### config.mk
export PLATFORM = sky130hd
export DESIGN_NAME = reward_pickup_controller
export DESIGN_NICKNAME = d
export VERILOG_FILES = /design/src/rtl/reward_pickup_controller.sv
export SDC_FILE = /design/constraint.sdc
export NUM_CORES = 1
export LEC_CHECK = 0
export CAP_MARGIN = 20
export CORE_MARGIN = 5
export CORE_UTILIZATION = 32
export DETAILED_ROUTE_END_ITERATION = 10
export HOLD_SLACK_MARGIN = 0.06
export MAX_ROUTING_LAYER = met4
export PLACE_DENSITY_LB_ADDON = 0.08
export RECOVER_POWER = 100
export SLEW_MARGIN = 20
export SYNTH_ARGS = -nofsm -noshare
export SYNTH_HDL_FRONTEND = slang
export SYNTH_SLANG_ARGS = --single-unit
### constraint.sdc
create_clock -name clk -period 3.1 [get_ports clk]
set_input_delay 0.465 -clock clk [delete_from_list [all_inputs] [get_ports clk]]
set_output_delay 0.465 -clock clk [all_outputs]
set_load 0.03 [all_outputs]
### src/rtl/reward_pickup_controller.sv
// Reward pickup controller: latches a spawned reward, detects tank pickup, runs the
// four-phase set_require/set_finish handshake and times the power-up effects.
// Optional marker blinking is built when REWARD_BLINK_EN is defined.
module reward_pickup_controller #(
  parameter logic [7:0] EFFECT_TICKS = 8'd40
`ifdef REWARD_BLINK_EN
  , parameter logic [7:0] BLINK_AFTER = 8'd32
`endif
) (
  input  logic       clk,
  input  logic       rst_n,
  input  logic       tick,
  input  logic       set_require,
  input  logic [2:0] reward_type,
  input  logic [4:0] random_xpos,
  input  logic [4:0] random_ypos,
  input  logic [4:0] tank_xpos,
  input  logic [4:0] tank_ypos,
  output logic       set_finish,
  output logic       reward_valid,
  output logic       reward_show,
  output logic [4:0] reward_xpos,
  output logic [4:0] reward_ypos,
  output logic [2:0] reward_kind,
  output logic       life_add,
  output logic       speed_on,
  output logic       shield_on,
  output logic       freeze_on
);

  typedef enum logic [1:0] {
    ST_IDLE  = 2'd0,
    ST_SHOWN = 2'd1,
    ST_ACK   = 2'd2
  } state_t;

  state_t     state_r, state_s;
  logic       latch_s, expire_s, collect_s;
  logic [7:0] speed_cnt_r, shield_cnt_r, freeze_cnt_r;
  logic [7:0] speed_cnt_s, shield_cnt_s, freeze_cnt_s;

  // A pickup load beats a same-cycle tick; otherwise tick decrements down to zero.
  function automatic logic [7:0] effect_next(input logic [7:0] cnt, input logic load,
                                             input logic dec);
    if (load) begin
      return EFFECT_TICKS;
    end else if (dec && (cnt != 8'd0)) begin
      return cnt - 8'd1;
    end else begin
      return cnt;
    end
  endfunction

  // Next-state and handshake event decode.
  always_comb begin
    state_s   = state_r;
    latch_s   = 1'b0;
    expire_s  = 1'b0;
    collect_s = 1'b0;
    case (state_r)
      ST_IDLE: begin
        if (set_require && (reward_type != 3'd0)) begin
          latch_s = 1'b1;
          state_s = ST_SHOWN;
        end else begin
          state_s = ST_IDLE;
        end
      end
      ST_SHOWN: begin
        if (!set_require) begin
          expire_s = 1'b1;
          state_s  = ST_IDLE;
        end else if ((tank_xpos == reward_xpos) && (tank_ypos == reward_ypos)) begin
          collect_s = 1'b1;
          state_s   = ST_ACK;
        end else begin
          state_s = ST_SHOWN;
        end
      end
      ST_ACK: begin
        if (!set_require) begin
          state_s = ST_IDLE;
        end else begin
          state_s = ST_ACK;
        end
      end
      default: begin
        state_s = ST_IDLE;
      end
    endcase
  end

  // Effect counter next values; they run regardless of FSM state.
  always_comb begin
    speed_cnt_s  = effect_next(speed_cnt_r,  collect_s && (reward_kind == 3'd2), tick);
    shield_cnt_s = effect_next(shield_cnt_r, collect_s && (reward_kind == 3'd3), tick);
    freeze_cnt_s = effect_next(freeze_cnt_r, collect_s && (reward_kind == 3'd4), tick);
  end

  // State, latched reward, handshake and effect registers.
  always_ff @(posedge clk or negedge rst_n) begin
    if (!rst_n) begin
      state_r      <= ST_IDLE;
      reward_xpos  <= 5'd0;
      reward_ypos  <= 5'd0;
      reward_kind  <= 3'd0;
      set_finish   <= 1'b0;
      reward_valid <= 1'b0;
      life_add     <= 1'b0;
      speed_cnt_r  <= 8'd0;
      shield_cnt_r <= 8'd0;
      freeze_cnt_r <= 8'd0;
      speed_on     <= 1'b0;
      shield_on    <= 1'b0;
      freeze_on    <= 1'b0;
    end else begin
      state_r <= state_s;
      if (latch_s) begin
        reward_xpos <= random_xpos;
        reward_ypos <= random_ypos;
        reward_kind <= reward_type;
      end else if (expire_s) begin
        reward_kind <= 3'd0;
      end
      set_finish   <= (state_s == ST_ACK);
      reward_valid <= (state_s == ST_SHOWN);
      life_add     <= collect_s && (reward_kind == 3'd1);
      speed_cnt_r  <= speed_cnt_s;
      shield_cnt_r <= shield_cnt_s;
      freeze_cnt_r <= freeze_cnt_s;
      speed_on     <= (speed_cnt_s != 8'd0);
      shield_on    <= (shield_cnt_s != 8'd0);
      freeze_on    <= (freeze_cnt_s != 8'd0);
    end
  end

`ifdef REWARD_BLINK_EN
  logic [7:0] shown_cnt_r, shown_cnt_s;
  logic       blink_r, blink_s;

  // Shown-time counter and blink phase; the phase rests at 1 outside SHOWN.
  always_comb begin
    shown_cnt_s = shown_cnt_r;
    blink_s     = blink_r;
    if (latch_s) begin
      shown_cnt_s = 8'd0;
    end else if ((state_r == ST_SHOWN) && tick && (shown_cnt_r != 8'hFF)) begin
      shown_cnt_s = shown_cnt_r + 8'd1;
    end else begin
      shown_cnt_s = shown_cnt_r;
    end
    if (state_s != ST_SHOWN) begin
      blink_s = 1'b1;
    end else if ((state_r == ST_SHOWN) && tick && (shown_cnt_r >= BLINK_AFTER)) begin
      blink_s = ~blink_r;
    end else begin
      blink_s = blink_r;
    end
  end

  // Registered marker enable.
  always_ff @(posedge clk or negedge rst_n) begin
    if (!rst_n) begin
      shown_cnt_r <= 8'd0;
      blink_r     <= 1'b1;
      reward_show <= 1'b0;
    end else begin
      shown_cnt_r <= shown_cnt_s;
      blink_r     <= blink_s;
      reward_show <= (state_s == ST_SHOWN) && ((shown_cnt_s < BLINK_AFTER) || blink_s);
    end
  end
`else
  assign reward_show = reward_valid;
`endif

endmodule
==> flow_metrics.env, run 1 <==
export IMPL_power_density_mw_per_mm2=794
export IMPL_period_share_pct=82.6
export IMPL_intPower_mw=1.49
export IMPL_area_growth_pct=25.0
export IMPL_arrival_ns=2.74
export IMPL_async_flop_share_pct=100
export IMPL_fp_row_count=33
export IMPL_avgSynthCellArea_um2=9.45
export IMPL_cts_root_buf="clkbuf_8"
export IMPL_endpoint_kind="flip-flop"
export IMPL_path_clk_slew_ns=0.09
export IMPL_cts_sinks=45
export IMPL_start_util_pct=32.3
export IMPL_antenna_found_initial=0
export IMPL_pwr_share_clk_pct=15.6
export IMPL_synth_warnings=0
export IMPL_drv_cap=0
export IMPL_via_per_inst=4.84
export IMPL_netlist_instances=277
export IMPL_leakage_nw=1.41
export IMPL_maxSlewViolCount=0
export IMPL_synth_distinct_cells=51
export IMPL_path_max_fanout=6
export IMPL_grt_pass1_wl_mm=9.86
export IMPL_track_usage_pct=12.6
export IMPL_synth_nets=310
export IMPL_pin_count=47
export IMPL_place_congestion=0.807
export IMPL_die_y_um=100
export IMPL_coreArea_mm2=0.00809
export IMPL_synth_seq_cells=45
export IMPL_post_cts_buffers=0
export IMPL_grt_pass1_vias=2040
export IMPL_grt_max_degree=25
export IMPL_critPathKind="input port to flip-flop"
export IMPL_hp_class="input port to async pin"
export IMPL_yosysTopAreaCell="dfrtp_1"
export IMPL_synth_edf_count=0
export IMPL_synth_top_area_share_pct=43.0
export IMPL_cp_required_ns=3.28
export IMPL_rr_worst_depth=5
export IMPL_swShare_pct=42.7
export IMPL_h_tree_depth=2
export IMPL_finalCriticalPeriod_ns=2.56
export IMPL_rsz0062_at_grt="false"
export IMPL_die_w_um=100
export IMPL_grt_ovfl_total=0
export IMPL_worstSkewPairLatency_ns=0.30
export IMPL_ir_drop_v=0.000310
export IMPL_dp_hpwl_mm=4.39
export IMPL_n_antenna_cell=0
export IMPL_dp_slack_ns=0.216
export IMPL_final_hold_viol_count=0
export IMPL_ant_nets=0
export IMPL_portBuffers=46
export IMPL_wl_per_cell_um=13.6
export IMPL_drc=0
export IMPL_clk_path_buf_depth=2
export IMPL_fp_dieArea_mm2=0.0101
export IMPL_setup_ws_ns=0.540
export IMPL_final_layout_size_suffix_gt1_share_pct=6.12
export IMPL_p_switching_mw=1.11
export IMPL_synth_area_mm2=0.00262
export IMPL_firstDrtPassIters=4
export IMPL_drt_wl_total_mm=5.87
export IMPL_fmax_ghz=0.391
export IMPL_yosys_top_cells_area="dfrtp_1 43%, nand2_1 6.0%, nor2_1 5.0%"
export IMPL_cts_buffers=5
export IMPL_power_frac_seq_pct=41.6
export IMPL_setup_viol=0
export IMPL_tns_ns=0
export IMPL_synth_ff_type="dfrtp_1"
export IMPL_cp_start_kind="input port"
export IMPL_p_comb_share_pct=42.8
export IMPL_skew_ns=0.0105
export IMPL_worst_slew_pin_slew_ns=1.32
export IMPL_synth_seq_area_share_pct=43.0
export IMPL_cts_repair_resized=0
export IMPL_drt_initial_drc_count=31
export IMPL_cts_tree="built"
export IMPL_relSlewSlack_pct=12.0
export IMPL_nets=359
export IMPL_hold_buffers=0
export IMPL_vias=2090
export IMPL_outcome="finished, final reports clean"
## synth_stat cells (4+ instances only)
cell type and number:
o21ai_0 5, a21oi_1 11, nand2b_1 7, nor4_4 4, dfrtp_1 45, or3_1 4, nor2_1 35, xnor2_1 9
ha_1 6, a31oi_1 4, xor2_1 15, nor3_1 10, a211oi_1 4, nand3_1 6, nand2_1 42, a22o_1 5
inv_1 15
## area by class of cell
type	count	area, µm²
inverters	15	56.3
multi-input cells	209	1380
fillers	860	4820
clock inverters	1	5.00
flip-flops and latches	45	1130
repair buffers	50	480
clock buffers	7	96.3
well taps	105	131
## cells by family after synthesis
kind of cell	count (synthesis)	share of synthesized area (%)
AND/OR/NAND/NOR	131	27.4
XOR/XNOR	24	8.03
adder cells (fa/ha/maj)	6	2.87
AO/OA/AOI/OAI	45	13.7
flip-flops	45	43.0
multiplexers	3	1.15
buffers and inverters	23	3.87
## critical path, stage by stage
cell and delay [ns]:
clkdlybuf4s50_1 0.47, or4b_1 0.59, a2111oi_4 0.37, xnor2_1 0.17
o41ai_1 0.13, or4_1 0.53
## per-layer routing
layer	global-route usage (%)	wire length, µm
met5	-	0
met4	3.11	30
met3	2.85	208
met2	18.8	2770
met1	17.3	2860
## layout by cell type, fill, tap and decap left out, types with 5 or more instances in the layout
master           count
a21oi_1             11
a22o_1               5
clkbuf_8             7
clkdlybuf4s50_1     24
dfrtp_1             45
dlygate4sd3_1       21
ha_1                 6
inv_1               15
nand2_1             42
nand2b_1             7
nand3_1              6
nor2_1              35
nor3_1              10
o21ai_0              5
xnor2_1              9
xor2_1              15
## stage by stage
stage | cell area, µm² | utilization [%] | total power, mW | hold WS (ns) | cells
detailed placement | 3190 | 39.4 | 2.24 | 0.494 | 424
finish | 3270 | 40.4 | 2.60 | 0.430 | 432
floorplan | 2620 | - | 1.91 | 0.169 | 277
global route | 3270 | 40.4 | 2.83 | 0.552 | 432
CTS | 3290 | 40.7 | 2.67 | 0.162 | 432
global placement | 3190 | 39.4 | 2.24 | 0.496 | 424
## registers in the layout, indices dropped and copies added (netlist names)
signal	count
freeze_cnt_r	8
freeze_on	1
reward_show	1
life_add	1
reward_kind	3
reward_ypos	5
reward_xpos	5
set_finish	1
speed_cnt_r	8
speed_on	1
shield_on	1
shield_cnt_r	8
state_r	2
## worst paths after layout
| kind | to | startpoint | slack [ns] |
|---|---|---|---|
| worst max register to register | freeze_on | freeze_cnt_r[2] | 0.59 |
| worst min-delay path | freeze_cnt_r[2] | rst_n | 0.43 |
| max in group asynchronous | reward_kind[0] | rst_n | 0.91 |
| min in group clk | reward_xpos[4] | reward_xpos[4] | 0.52 |
| worst min register to register | reward_xpos[4] | reward_xpos[4] | 0.52 |
| worst max-delay path | freeze_on | tick | 0.54 |
## power by group through the flow
| stage | Combinational (mW) | Clock [mW] | Sequential [mW] |
|---|---|---|---|
| 3_5_place_dp | 1.15 | 0 | 1.09 |
| 5_1_grt | 1.26 | 0.448 | 1.12 |
| 4_1_cts | 1.15 | 0.427 | 1.09 |
| 3_3_place_gp | 1.14 | 0 | 1.10 |
| 6_report | 1.11 | 0.404 | 1.08 |
| 2_1_floorplan | 0.793 | 0 | 1.12 |
Power figures use the tool's default switching activity.
==> run 2: changes to the inputs <==
Clock period 3.1 ns to 2.25 ns, I/O delays scaled along.
==> run 2 against run 1 <==
  * Sequential power grew 34%
  * Design area increased by 6.1%
  * Register-to-register slack worse by 0.48 ns
  * Power up 45%
  * Highest routed layer unchanged
==> flow_metrics.env, run 2 (synthesized netlist as in run 1, its figures left out) <==
export IMPL_reg_top3="freeze_cnt_r (8), shield_cnt_r (8), speed_cnt_r (8)"
export IMPL_drv_cap=0
export IMPL_p_switching_mw=1.56
export IMPL_grt_pass1_vias=2173
export IMPL_critPathKind="input port to flip-flop"
export IMPL_power_density_mw_per_mm2=1080
export IMPL_swShare_pct=41.4
export IMPL_grt_ovfl_total=0
export IMPL_antenna_found_initial=0
export IMPL_crit_chain="clkdlybuf4s50_1 > or4b_4 > buf_6 > o21ai_1 > o2111ai_1 > o311a_1 > or4_1"
export IMPL_cts_root_buf="clkbuf_8"
export IMPL_arrival_ns=2.33
export IMPL_skew_ns=0.0105
export IMPL_path_max_fanout=5
export IMPL_pwr_share_clk_pct=14.9
export IMPL_nets=385
export IMPL_p_comb_share_pct=46.5
export IMPL_drt_wl_total_mm=5.90
export IMPL_maxSlewViolCount=0
export IMPL_mostFrequentLayoutCells="44 x dfrtp_1, 42 x nand2_1, 35 x nor2_1, 23 x clkdlybuf4s50_1"
export IMPL_drt_initial_drc_count=58
export IMPL_cts_sinks=45
export IMPL_critPathSlowestCell="or4b_4"
export IMPL_hp_class="input port to async pin"
export IMPL_cpPeakStageDelay_ns=0.50
export IMPL_area_growth_pct=32.6
export IMPL_power_frac_seq_pct=38.6
export IMPL_endpoint_kind="flip-flop"
export IMPL_cts_tree="built"
export IMPL_worstPathBufferInverterCount=2
export IMPL_fmax_ghz=0.463
export IMPL_die_w_um=100
export IMPL_worstSkewPairLatency_ns=0.30
export IMPL_setup_viol=0
export IMPL_fill_cells=826
export IMPL_ir_drop_v=0.000377
export IMPL_pin_count=47
export IMPL_worst_slew_pin_slew_ns=1.16
export IMPL_drc=0
export IMPL_fp_dieArea_mm2=0.0101
export IMPL_via_per_inst=4.78
export IMPL_final_layout_size_suffix_gt1_share_pct=13.9
export IMPL_fp_row_count=33
export IMPL_die_y_um=100
export IMPL_intPower_mw=2.20
export IMPL_cp_top_family="simple AND/OR/NAND/NOR gates"
export IMPL_wl_per_cell_um=12.9
export IMPL_clk_path_buf_depth=2
export IMPL_portBuffers=46
export IMPL_vias=2191
export IMPL_period_share_pct=95.9
export IMPL_dp_hpwl_mm=4.38
export IMPL_final_common_cell="dfrtp_1"
export IMPL_dp_slack_ns=-0.283
export IMPL_utilization_pct=42.9
export IMPL_tns_ns=0
export IMPL_outcome="finished, final reports clean"
export IMPL_firstDrtPassIters=4
export IMPL_grt_pass1_wl_mm=10.1
export IMPL_ant_nets=0
export IMPL_hold_buffers=0
export IMPL_leakage_nw=1.54
export IMPL_finalCriticalPeriod_ns=2.16
export IMPL_cp_required_ns=2.42
export IMPL_setup_ws_ns=0.0913
export IMPL_coreArea_mm2=0.00809
export IMPL_n_antenna_cell=0
export IMPL_cts_buffers=5
export IMPL_start_util_pct=32.3
export IMPL_track_usage_pct=12.8
export IMPL_path_clk_slew_ns=0.08
export IMPL_rsz0062_at_grt="false"
export IMPL_cp_start_kind="input port"
export IMPL_final_hold_viol_count=0
export IMPL_grt_max_degree=46
export IMPL_place_congestion=0.785
export IMPL_relSlewSlack_pct=22.9
export IMPL_h_tree_depth=2
==> run 2: what timing repair did <==
action | CTS | global route
setup endpoints to repair | 0 | 2
buffers inserted | 0 | 2
hold endpoints to repair | 0 | 0
gates resized for setup | 0 | 3
==> run 2: final cells by class <==
class / count / area [µm²] / share of cell area, %
multi-input cells: 209 / 1380 / 39.6
flip-flops and latches: 45 / 1130 / 32.5
repair buffers: 76 / 679 / 19.6
well taps: 105 / 131 / 3.78
clock buffers: 7 / 96.3 / 2.77
inverters: 15 / 56.3 / 1.62
clock inverters: 1 / 5.00 / 0.144
==> run 2: power groups by stage <==
| stage | Combinational, mW | Sequential [mW] | Clock, mW |
|---|---|---|---|
| floorplan | 1.10 | 1.54 | 0 |
| global placement | 1.76 | 1.48 | 0 |
| detailed placement | 1.77 | 1.47 | 0 |
| CTS | 1.78 | 1.46 | 0.585 |
| global route | 1.97 | 1.51 | 0.616 |
| finish | 1.75 | 1.45 | 0.560 |
==> run 2: metrics by stage <==
step / hold slack [ns] / total power [mW] / instances / area (µm²)
final: 0.344 / 3.76 / 458 / 3470
after global placement: 0.482 / 3.24 / 448 / 3380
after detailed placement: 0.484 / 3.24 / 448 / 3380
after global routing: 0.455 / 4.09 / 458 / 3470
after CTS: 0.149 / 3.82 / 456 / 3480
after floorplan: 0.0419 / 2.64 / 277 / 2630
==> run 2: worst paths after layout <==
| kind | cells after the start | end | startpoint | slack [ns] |
|---|---|---|---|---|
| max reg2reg | 6 | freeze_on | freeze_cnt_r[1] | 0.11 |
| max in group asynchronous | 2 | freeze_cnt_r[2] | rst_n | 1.15 |
| min in group clk | 2 | reward_ypos[2] | reward_ypos[2] | 0.53 |
| min reg2reg | 2 | reward_ypos[2] | reward_ypos[2] | 0.53 |
| max | 7 | freeze_on | tick | 0.09 |
| min | 2 | freeze_cnt_r[2] | rst_n | 0.34 |
==> run 2: worst register-to-register path: cells and delay by family (launching register included) <==
| family | cells | cell delay [ns] |
|---|---|---|
| compound gates | 3 | 0.37 |
| buf+inv | 1 | 0.15 |
| flops | 1 | 0.42 |
| simple gates | 2 | 1.09 |
==> run 2: routing by layer <==
layer / part of all wire [%] / global-route usage (%) / vias to the layer above
met1: 50 / 17.2 / 1034
li1: - / - / 1112
met2: 45 / 18.9 / 38
met4: 1.2 / 3.42 / 0
met3: 4.4 / 3.54 / 7
met5: 0 / - / -
